## src/rtl/sqrt_arb_pkg.sv

```systemverilog
// Shared widths, FSM state type and tag payload for the sqrt arbiter.
package sqrt_arb_pkg;

  localparam int unsigned SQRT_IN_W  = 16;
  localparam int unsigned SQRT_OUT_W = 12;
  localparam int unsigned SQRT_LAT   = 12;
  localparam int unsigned TAG_IDX_W  = 3;

  typedef enum logic [1:0] {
    IDLE  = 2'd0,
    RUN   = 2'd1,
    DRAIN = 2'd2
  } arb_state_e;

  // Sized for the largest requester count (8), so it is independent of NUM_REQ.
  typedef struct packed {
    logic                 vld;
    logic [TAG_IDX_W-1:0] idx;
  } tag_t;

endpackage

```

## src/rtl/rr_arbiter.sv

```systemverilog
// Round-robin one-hot grant: the first requester at or after ptr wins; no grant when en is low.
module rr_arbiter #(
  parameter  int unsigned N  = 4,
  localparam int unsigned PW = (N > 1) ? $clog2(N) : 1
) (
  input  logic [N-1:0]  req,
  input  logic [PW-1:0] ptr,
  input  logic          en,
  output logic [N-1:0]  gnt
);

  logic [PW-1:0] idx;

  // Scan from the farthest slot down to ptr so the closest requester is written last.
  always_comb begin
    gnt = '0;
    idx = '0;
    if (en) begin
      for (int k = int'(N) - 1; k >= 0; k--) begin
        idx = PW'((32'(ptr) + 32'(k)) % N);
        if (req[idx]) gnt = N'(1) << idx;
      end
    end
  end

endmodule

```

## src/rtl/sqrt_arbiter.sv

```systemverilog
// Shares one pipelined sqrt unit among NUM_REQ requesters; tags track each result's owner.
// Define SQRT_ARB_ERRCHK_EN to enable the sticky tag/valid mismatch check on err_o.
module sqrt_arbiter
  import sqrt_arb_pkg::*;
#(
  parameter int unsigned NUM_REQ = 4,
  parameter int unsigned LATENCY = SQRT_LAT
) (
  input  logic                           clk,
  input  logic                           rst,
  input  logic                           en_i,
  input  logic [NUM_REQ-1:0]             req_vld_i,
  input  logic [NUM_REQ*SQRT_IN_W-1:0]   req_data_i,
  output logic [NUM_REQ-1:0]             req_rdy_o,
  output logic [SQRT_IN_W-1:0]           sqrt_data_o,
  output logic                           sqrt_vld_o,
  input  logic [SQRT_OUT_W-1:0]          sqrt_data_i,
  input  logic                           sqrt_vld_i,
  output logic [NUM_REQ-1:0]             rsp_vld_o,
  output logic [SQRT_OUT_W-1:0]          rsp_data_o,
  output logic                           idle_o,
  output logic                           err_o
);

  localparam int unsigned PW = $clog2(NUM_REQ);

  arb_state_e             state_q, state_d;
  logic [PW-1:0]          ptr_q, ptr_d;
  logic [NUM_REQ-1:0]     gnt;
  logic                   arb_en;
  logic [PW-1:0]          gnt_idx;
  logic [SQRT_IN_W-1:0]   gnt_data;
  logic                   inflight;
  tag_t                   tag_q [LATENCY+1];
  logic                   sqrt_vld_q;
  logic [SQRT_IN_W-1:0]   sqrt_data_q;
  logic [NUM_REQ-1:0]     rsp_vld_q;
  logic [SQRT_OUT_W-1:0]  rsp_data_q;
  logic                   idle_q;
  logic                   rsp_hit;

  assign arb_en = (state_q == RUN) && en_i;

  rr_arbiter #(.N(NUM_REQ)) u_rr (
    .req (req_vld_i),
    .ptr (ptr_q),
    .en  (arb_en),
    .gnt (gnt)
  );

  assign req_rdy_o = gnt;

  // Encode the one-hot grant and select the winning operand.
  always_comb begin
    gnt_idx  = '0;
    gnt_data = '0;
    for (int unsigned i = 0; i < NUM_REQ; i++) begin
      if (gnt[i]) begin
        gnt_idx  = PW'(i);
        gnt_data = req_data_i[i*SQRT_IN_W +: SQRT_IN_W];
      end
    end
  end

  always_comb begin
    inflight = 1'b0;
    for (int unsigned k = 0; k <= LATENCY; k++) inflight = inflight | tag_q[k].vld;
  end

  // Next state and round-robin pointer.
  always_comb begin
    state_d = state_q;
    ptr_d   = ptr_q;
    unique case (state_q)
      IDLE:    if (en_i) state_d = RUN;
      RUN:     if (!en_i) state_d = inflight ? DRAIN : IDLE;
      DRAIN: begin
        if (en_i)           state_d = RUN;
        else if (!inflight) state_d = IDLE;
      end
      default: state_d = IDLE;
    endcase
    if (|gnt) ptr_d = (gnt_idx == PW'(NUM_REQ - 1)) ? '0 : gnt_idx + PW'(1);
  end

  assign rsp_hit = sqrt_vld_i && tag_q[LATENCY].vld;

  always_ff @(posedge clk) begin
    if (rst) begin
      state_q     <= IDLE;
      ptr_q       <= '0;
      sqrt_vld_q  <= 1'b0;
      sqrt_data_q <= '0;
      rsp_vld_q   <= '0;
      rsp_data_q  <= '0;
      idle_q      <= 1'b1;
      for (int unsigned k = 0; k <= LATENCY; k++) tag_q[k] <= '0;
    end else begin
      state_q    <= state_d;
      ptr_q      <= ptr_d;
      idle_q     <= (state_d == IDLE);
      sqrt_vld_q <= |gnt;
      if (|gnt) sqrt_data_q <= gnt_data;
      tag_q[0]   <= tag_t'{vld: |gnt, idx: TAG_IDX_W'(gnt_idx)};
      for (int unsigned k = 1; k <= LATENCY; k++) tag_q[k] <= tag_q[k-1];
      rsp_vld_q  <= rsp_hit ? (NUM_REQ'(1) << tag_q[LATENCY].idx) : '0;
      if (rsp_hit) rsp_data_q <= sqrt_data_i;
    end
  end

  assign sqrt_vld_o  = sqrt_vld_q;
  assign sqrt_data_o = sqrt_data_q;
  assign rsp_vld_o   = rsp_vld_q;
  assign rsp_data_o  = rsp_data_q;
  assign idle_o      = idle_q;

`ifdef SQRT_ARB_ERRCHK_EN
  localparam int unsigned MW = $clog2(LATENCY + 2);

  logic [MW-1:0] mask_q;
  logic          err_q;

  // Results issued before reset may still emerge; ignore the first LATENCY+1 cycles.
  always_ff @(posedge clk) begin
    if (rst) begin
      mask_q <= MW'(LATENCY + 1);
      err_q  <= 1'b0;
    end else if (mask_q != '0) begin
      mask_q <= mask_q - MW'(1);
    end else if (sqrt_vld_i != tag_q[LATENCY].vld) begin
      err_q  <= 1'b1;
    end
  end

  assign err_o = err_q;
`else
  assign err_o = 1'b0;
`endif

endmodule

```

## config.mk

```make
export PLATFORM = sky130hd
export DESIGN_NAME = sqrt_arbiter
export DESIGN_NICKNAME = d
export VERILOG_FILES = /design/src/rtl/sqrt_arb_pkg.sv /design/src/rtl/rr_arbiter.sv /design/src/rtl/sqrt_arbiter.sv
export SDC_FILE = /design/constraint.sdc
export NUM_CORES = 1
export LEC_CHECK = 0
export CAP_MARGIN = 20
export CORE_AREA = 10 10 99 101
export CTS_BUF_LIST = sky130_fd_sc_hd__clkbuf_8
export CTS_CLUSTER_DIAMETER = 50
export CTS_CLUSTER_SIZE = 24
export DETAILED_ROUTE_END_ITERATION = 10
export DIE_AREA = 0 0 109 111
export HOLD_SLACK_MARGIN = 0.12
export PLACE_DENSITY_LB_ADDON = 0.25
export SYNTH_ARGS = -nofsm -noshare
export SYNTH_HDL_FRONTEND = slang
export SYNTH_HIERARCHICAL = 1
export SYNTH_SLANG_ARGS = --single-unit
```

## constraint.sdc

```tcl
create_clock -name clk -period 3.45 [get_ports clk]
set_clock_uncertainty 0.1 [all_clocks]
set_input_delay 0.345 -clock clk [delete_from_list [all_inputs] [get_ports clk]]
set_output_delay 0.345 -clock clk [all_outputs]
set_load 0.05 [all_outputs]
```

==> implementation parameters, run 1 <==
Parameter                              Value

Synthesis
  Syn_area_per_cell ... 9.30 um2
  Register area share after synthesis ... 0.485
  Primary FF master, synth ... dfxtp_1
  Post-synth EDFFs ... 0
  Post-synthesis simple-gate area fraction ... 0.196
  Number of warnings issued by yosys ... 6
  FFs w/ async S/R, synth ... 0
  XOR/XNOR Fraction of Synth Area ... 0.00279
  Multiplexer area fraction after synthesis ... 0.0343
  Portion of synthesized cell area occupied by the leading cell type ... 0.485
  Mapped cell area ... 3130 um2
  Net Count, Synth ... 429
  Library cell occupying the most area in the post-synthesis netlist ... dfxtp_1
  Distinct cell type count after synthesis ... 41
  Area fraction in compound gates after synthesis ... 0.198
  Flop and latch count out of synthesis ... 76
  Main combinational cell family by area after synthesis ... compound AO/OA/AOI/OAI gates
  Largest cells by area after synthesis ... dfxtp_1 (49%), nor2b_1 (7.4%), nand2_1 (4.2%), o221ai_1 (3.9%), a22oi_1 (3.4%)
  Cells after Synth ... 337
  Adder and majority gate portion of the synthesized area ... 0.0319

Outcome
  Outcome ... complete, no violations

Drt
  Post-detailed-route count of antenna-violating nets ... 0
  Pre-antenna DRT Iters ... 4
  Final routed wirelength across all metal layers ... 9140 um
  Vias per std cell ... 5.15
  Drt first-iter violations ... 82
  Residual DRC ... 0
  Count of vias placed by the detailed router ... 2911
  Drt wl/cell ... 16.2 um

Clocking
  Hold-fix buffer count after cts ... 0
  Clock tree from TritonCTS ... yes
  # resized after CTS ... 0
  Insertion delay of the later-clocked pin in the worst-skew pair ... 0.33 ns
  Buffers from clock root to sink, at most ... 2
  Number of sinks on the clock net ... 76
  TritonCTS buffer count ... 9
  Number of levels in the clock H-tree ... 3
  Clock-pin slew on the worst setup and hold paths ... 0.08 ns
  Setup Fix Bufs, Post-CTS ... 0
  Clock root buffer ... clkbuf_8

Worst setup path
  Max incr delay on CP ... 0.59 ns
  Critical path's most frequent cell ... buf_4
  Cell breakdown of the critical path ... buf_4 -> mux2_1 -> mux2i_1 -> a2111oi_2 -> o21ai_2 -> buf_4 -> buf_4 -> buf_12
  Crit path kind ... reg2out
  Critical Path Source Type ... flop
  Slowest stage cell on the critical path ... mux2i_1
  Highest net fanout along the worst path ... 17
  Endpoint type of the worst setup path ... output pin
  Reg-to-reg slack, setup ... 0.39 ns
  Required time of the critical path ... 3.00 ns
  Worst Path Arrival ... 2.74 ns
  End of the worst register-to-register path ... sqrt_data_o[6]$_SDFFE_PP0P_
  Launching point of the worst reg2reg path ... ptr_q[0]$_SDFFE_PP0P_
  Worst reg2reg path depth ... 8

Final layout
  # fillers ... 691
  Proportion of layout cells with a drive suffix above 1 ... 0.0913
  Leading cell type in the layout, fill and taps excluded ... clkdlybuf4s50_1
  Diode count ... 0
  Net count, final ... 547
  Area growth syn-to-layout ... 50.9%
  Post-layout instance area ... 4730 um2
  Commonest non-fill, non-tap cells in the layout ... clkdlybuf4s50_1 (116), dfxtp_1 (75), nor2b_1 (37)

Power
  Clk pwr share ... 0.288
  Static leakage ... 1.71 nW
  Share of power burned in registers ... 0.463
  P_sw ... 0.610 mW
  Comb power frac ... 0.249
  Cell internal power dissipation ... 1.39 mW
  Power density over cell area ... 424 nW/um2
  Largest vdd supply drop ... 0.217 mV
  Sw frac ... 0.305

Floorplanning
  Die Outline Area ... 12100 um2
  Core area ... 7970 um2
  Die Ht ... 111 um
  Width of the chip ... 109 um
  Number of ports placed on the die boundary ... 123
  Initial standard-cell utilization of the core ... 0.393
  Number of rows in the core area ... 33

Place
  Worst Setup Slack post-DPL ... 0.225 ns
  Post-Place Cell Area ... 4560 um2
  Buffers on Ports ... 121
  Final weighted congestion in routability-driven placement ... 0.865
  Dpl hpwl ... 7030 um

Worst hold path
  End point of the most critical hold path ... tag_q[0][39]$_SDFF_PP0_
  Min-Delay Startpoint ... tag_q[0][35]$_SDFF_PP0_
  Cell count of the worst hold path ... 1
  Classification of the worst-slack hold path ... reg2reg

Timing
  Final cycle utilization of the critical path ... 0.924
  Setup slack of the critical path after layout ... 0.261 ns
  Transition time at the pin with the least slew margin ... 0.751 ns
  Endpoints failing hold ... 0
  Final Max Tran Viols ... 0
  Unrepaired setup endpoints after global routing ... false
  Final setup vio count ... 0
  Post-Route Setup TNS ... 0 ns
  Worst slew margin relative to its limit ... 0.485
  Final worst path period need ... 3.19 ns
  Maximum clock frequency ... 0.314 GHz

Global route
  GRT overflow ... 0
  First-pass GRT wire length ... 14800 um
  Total track usage ... 0.151
  Via count of the first global-routing pass ... 3093
  Antenna violations before repair ... 0
  Maximum number of pins on one net before global-route repair ... 57

Flow run
  Number of maximum-capacitance constraint violations ... 0
[stage by stage]
stage                     hold WS [ns]  power [mW]  cells   util
after detailed placement         0.323        1.45    549  0.572
final                            0.336        2.00    565  0.593
after CTS                        0.341        2.03    565  0.593
after global placement           0.318        1.44    549  0.572
after floorplan                  0.314        1.25    337      -
after global routing             0.357        2.12    565  0.593
[worst max-delay path by stage]
stage	startpoint	slack [ns]	end
floorplan	ptr_q[0]$_SDFFE_PP0P_	0.04	sqrt_data_o[10]$_SDFFE_PP0P_
global placement	req_vld_i[2]	0.30	sqrt_data_o[11]$_SDFFE_PP0P_
detailed placement	req_vld_i[1]	0.23	sqrt_data_o[8]$_SDFFE_PP0P_
CTS	ptr_q[1]$_SDFFE_PP0P_	0.22	req_rdy_o[2]
global route	ptr_q[1]$_SDFFE_PP0P_	0.09	req_rdy_o[2]
finish	ptr_q[1]$_SDFFE_PP0P_	0.26	req_rdy_o[2]
[registers in the layout, indices dropped and copies added (netlist names)]
signal,cells
sqrt_data_o,16
idle_o,1
tag_q,39
state_q,2
ptr_q,2
rsp_vld_o,4
rsp_data_o,12
[logic make-up (layout without fill, tap and decap cells)]
family | Yosys count | in the layout
buffers and inverters | 33 | 156
and+or+nand+nor | 115 | 115
xor gates and xnor gates | 1 | 1
DFF | 76 | 76
adders and majority gates | 8 | 8
other | 1 | 1
AOI/OAI and AO/OA | 95 | 95
muxes | 8 | 8
[worst max-delay path: cells and delay by family (launching register included)]
family	cells	cell delay, ns
buffers and inverters	4	0.75
multiplexers	2	0.98
flip-flops	1	0.33
AO/OA/AOI/OAI	2	0.36
[cell usage after synthesis (all sizes together), types with 5 or more instances]
cell type / number
nand2: 35
o221ai: 14
buf: 8
o21ai: 22
a31oi: 15
nor3: 5
dfxtp: 76
a21oi: 18
ha: 8
inv: 9
a22oi: 14
nor2: 10
clkbuf: 16
nor2b: 37
and3: 7
[area by class of cell]
class	count	area [um2]	area share
tap	105	131	0.0278
clock inverter	7	45.0	0.00953
multi-input combinational	228	1550	0.328
inverter	9	33.8	0.00714
timing repair buffer	131	1320	0.279
clock buffer	9	124	0.0262
sequential	76	1520	0.322
[routing by layer]
metal	global-route usage	share of wire	vias up
li1	-	-	1435
met1	0.151	0.39	1333
met2	0.236	0.43	129
met3	0.105	0.15	14
met4	0.0642	0.022	0
met5	0	0	-
[power groups by stage]
stage | logic, mW | registers [mW] | clock network (mW)
floorplan | 0.197 | 1.05 | 0
global placement | 0.497 | 0.947 | 0
detailed placement | 0.499 | 0.948 | 0
CTS | 0.502 | 0.928 | 0.597
global route | 0.537 | 0.932 | 0.648
finish | 0.499 | 0.928 | 0.576
Note: power is estimated with default switching activity, not from simulation.
==> run 2, diff against run 1 <==
--- a/config.mk
+++ b/config.mk
@@ -14,6 +14,7 @@
 export DIE_AREA = 0 0 109 111
 export HOLD_SLACK_MARGIN = 0.12
 export PLACE_DENSITY_LB_ADDON = 0.25
+export RECOVER_POWER = 100
 export SYNTH_ARGS = -nofsm -noshare
 export SYNTH_HDL_FRONTEND = slang
 export SYNTH_HIERARCHICAL = 1
==> run 2 against run 1 <==
  * Sequential power hardly changed
  * Combinational power is 3% lower
  * Flip-flop and latch count stayed put
  * Power is 0.86% lower
  * Utilization is 0.30 points lower
  * Non-clock buffer count stayed put
  * Count of clock-buffer cells in the layout stayed put
  * Global-route usage stayed put
  * First-iteration DRC count is 18% higher
  * Sequential share of layout area is 0.14 points higher
  * Critical path type unchanged
==> implementation parameters, run 2 (synthesized netlist as in run 1, its figures left out) <==
Parameter                              Value

Clocking
  Setup Fix Bufs, Post-CTS ... 0 (unchanged)
  Clock tree from TritonCTS ... yes (unchanged)
  Number of sinks on the clock net ... 76 (unchanged)
  TritonCTS buffer count ... 9 (unchanged)
  Insertion delay of the later-clocked pin in the worst-skew pair ... 0.33 ns (about the same)
  Clock root buffer ... clkbuf_8 (unchanged)
  Buffers from clock root to sink, at most ... 2 (unchanged)
  Number of levels in the clock H-tree ... 3 (unchanged)
  Clock-pin slew on the worst setup and hold paths ... 0.08 ns (about the same)
  # resized after CTS ... 0 (unchanged)
  Hold-fix buffer count after cts ... 0 (unchanged)

Drt
  Post-detailed-route count of antenna-violating nets ... 0 (unchanged)
  Count of vias placed by the detailed router ... 2910 (was 2911)
  Drt wl/cell ... 16.2 um (about the same)
  Final routed wirelength across all metal layers ... 9130 um (was 9140 um)
  Drt first-iter violations ... 97 (was 82)
  Residual DRC ... 0 (unchanged)
  Vias per std cell ... 5.15 (about the same)
  Pre-antenna DRT Iters ... 4 (unchanged)

Floorplanning
  Initial standard-cell utilization of the core ... 0.393 (unchanged)
  Die Outline Area ... 12100 um2 (unchanged)
  Number of ports placed on the die boundary ... 123 (unchanged)
  Width of the chip ... 109 um (unchanged)
  Die Ht ... 111 um (unchanged)
  Number of rows in the core area ... 33 (unchanged)
  Core area ... 7970 um2 (unchanged)

Worst setup path
  Worst Path Arrival ... 2.78 ns (was 2.74 ns)
  Endpoint type of the worst setup path ... output pin (unchanged)
  Critical Path Source Type ... flop (unchanged)
  Crit path kind ... reg2out (unchanged)
  Highest net fanout along the worst path ... 17 (unchanged)
  Required time of the critical path ... 3.00 ns (about the same)

Place
  Buffers on Ports ... 121 (unchanged)
  Dpl hpwl ... 7030 um (unchanged)
  Final weighted congestion in routability-driven placement ... 0.865 (unchanged)

Timing
  Transition time at the pin with the least slew margin ... 0.751 ns (about the same)
  Final worst path period need ... 3.23 ns (was 3.19 ns)
  Final setup vio count ... 0 (unchanged)
  Unrepaired setup endpoints after global routing ... false (unchanged)
  Maximum clock frequency ... 0.310 GHz (was 0.314 GHz)
  Final cycle utilization of the critical path ... 0.935 (was 0.924)
  Endpoints failing hold ... 0 (unchanged)
  Final Max Tran Viols ... 0 (unchanged)
  Post-Route Setup TNS ... 0 ns (unchanged)
  Worst slew margin relative to its limit ... 0.485 (about the same)

Global route
  Via count of the first global-routing pass ... 3093 (unchanged)
  Maximum number of pins on one net before global-route repair ... 57 (unchanged)
  First-pass GRT wire length ... 14800 um (unchanged)
  Antenna violations before repair ... 0 (unchanged)
  Total track usage ... 0.151 (unchanged)
  GRT overflow ... 0 (unchanged)

Final layout
  Area growth syn-to-layout ... 50.1% (was 50.9%)
  Diode count ... 0 (unchanged)
  Max reg flops ... 39 (unchanged)
  Net count, final ... 547 (unchanged)
  Leading cell type in the layout, fill and taps excluded ... clkdlybuf4s50_1 (unchanged)
  Proportion of layout cells with a drive suffix above 1 ... 0.0848 (was 0.0913)
  Commonest non-fill, non-tap cells in the layout ... clkdlybuf4s50_1 (81), dfxtp_1 (76), nor2b_1 (37) (was clkdlybuf4s50_1 (116), dfxtp_1 (75), nor2b_1 (37))
  Register with the most flip-flops ... tag_q (unchanged)

Power
  Static leakage ... 1.81 nW (was 1.71 nW)
  Power density over cell area ... 422 nW/um2 (was 424 nW/um2)
  Largest vdd supply drop ... 0.216 mV (was 0.217 mV)
  Total Power ... 1.99 mW (was 2.00 mW)

Outcome
  Outcome ... complete, no violations (unchanged)

Flow run
  Number of maximum-capacitance constraint violations ... 0 (unchanged)

Worst hold path
  Classification of the worst-slack hold path ... reg2reg (unchanged)
-- run 2: cell type report --
cell class / count / area (um2)
fill: 694 / 3260
multi-input combinational: 228 / 1530
sequential: 76 / 1520
timing repair buffer: 131 / 1320
tap: 105 / 131
clock buffer: 9 / 124
clock inverter: 7 / 45.0
inverter: 9 / 33.8
-- run 2: worst max-delay path: stages (launching register included) --
cell and delay [ns]:
dfxtp_1 0.33, buf_4 0.18, mux2_1 0.39, mux2i_1 0.59, a2111oi_2 0.18, o21ai_2 0.18
buf_4 0.17, clkbuf_4 0.26, buf_12 0.17
-- run 2: power by group --
| group | switching [mW] | internal (mW) |
|---|---|---|
| logic | 0.271 | 0.213 |
| registers | 0.0155 | 0.911 |
| clock network | 0.318 | 0.258 |
-- run 2: path summary, 6_finish.rpt --
check / slack (ns) / cells after the start / end / from
min: 0.34 / 1 / tag_q[0][39]$_SDFF_PP0_ / tag_q[0][35]$_SDFF_PP0_
max reg2reg: 0.34 / 8 / sqrt_data_o[6]$_SDFFE_PP0P_ / ptr_q[0]$_SDFFE_PP0P_
max: 0.22 / 8 / req_rdy_o[2] / ptr_q[1]$_SDFFE_PP0P_
min reg2reg: 0.34 / 1 / tag_q[0][39]$_SDFF_PP0_ / tag_q[0][35]$_SDFF_PP0_
-- run 2: layer usage --
layer	share of wire	GRT usage	up-vias
li1	-	-	1438
met2	0.43	0.236	128
met5	0	0	-
met4	0.022	0.0642	0
met3	0.15	0.105	14
met1	0.39	0.151	1330
-- run 2: stage by stage --
step,hold WS (ns),util,worst slack (ns),std cells,cell area (um2)
finish,0.335,0.590,0.224,565,4700
global route,0.357,0.590,0.0515,565,4700
CTS,0.341,0.593,0.224,565,4730
detailed placement,0.323,0.572,0.225,549,4560
global placement,0.318,0.572,0.295,549,4560
floorplan,0.314,-,0.0397,337,3230
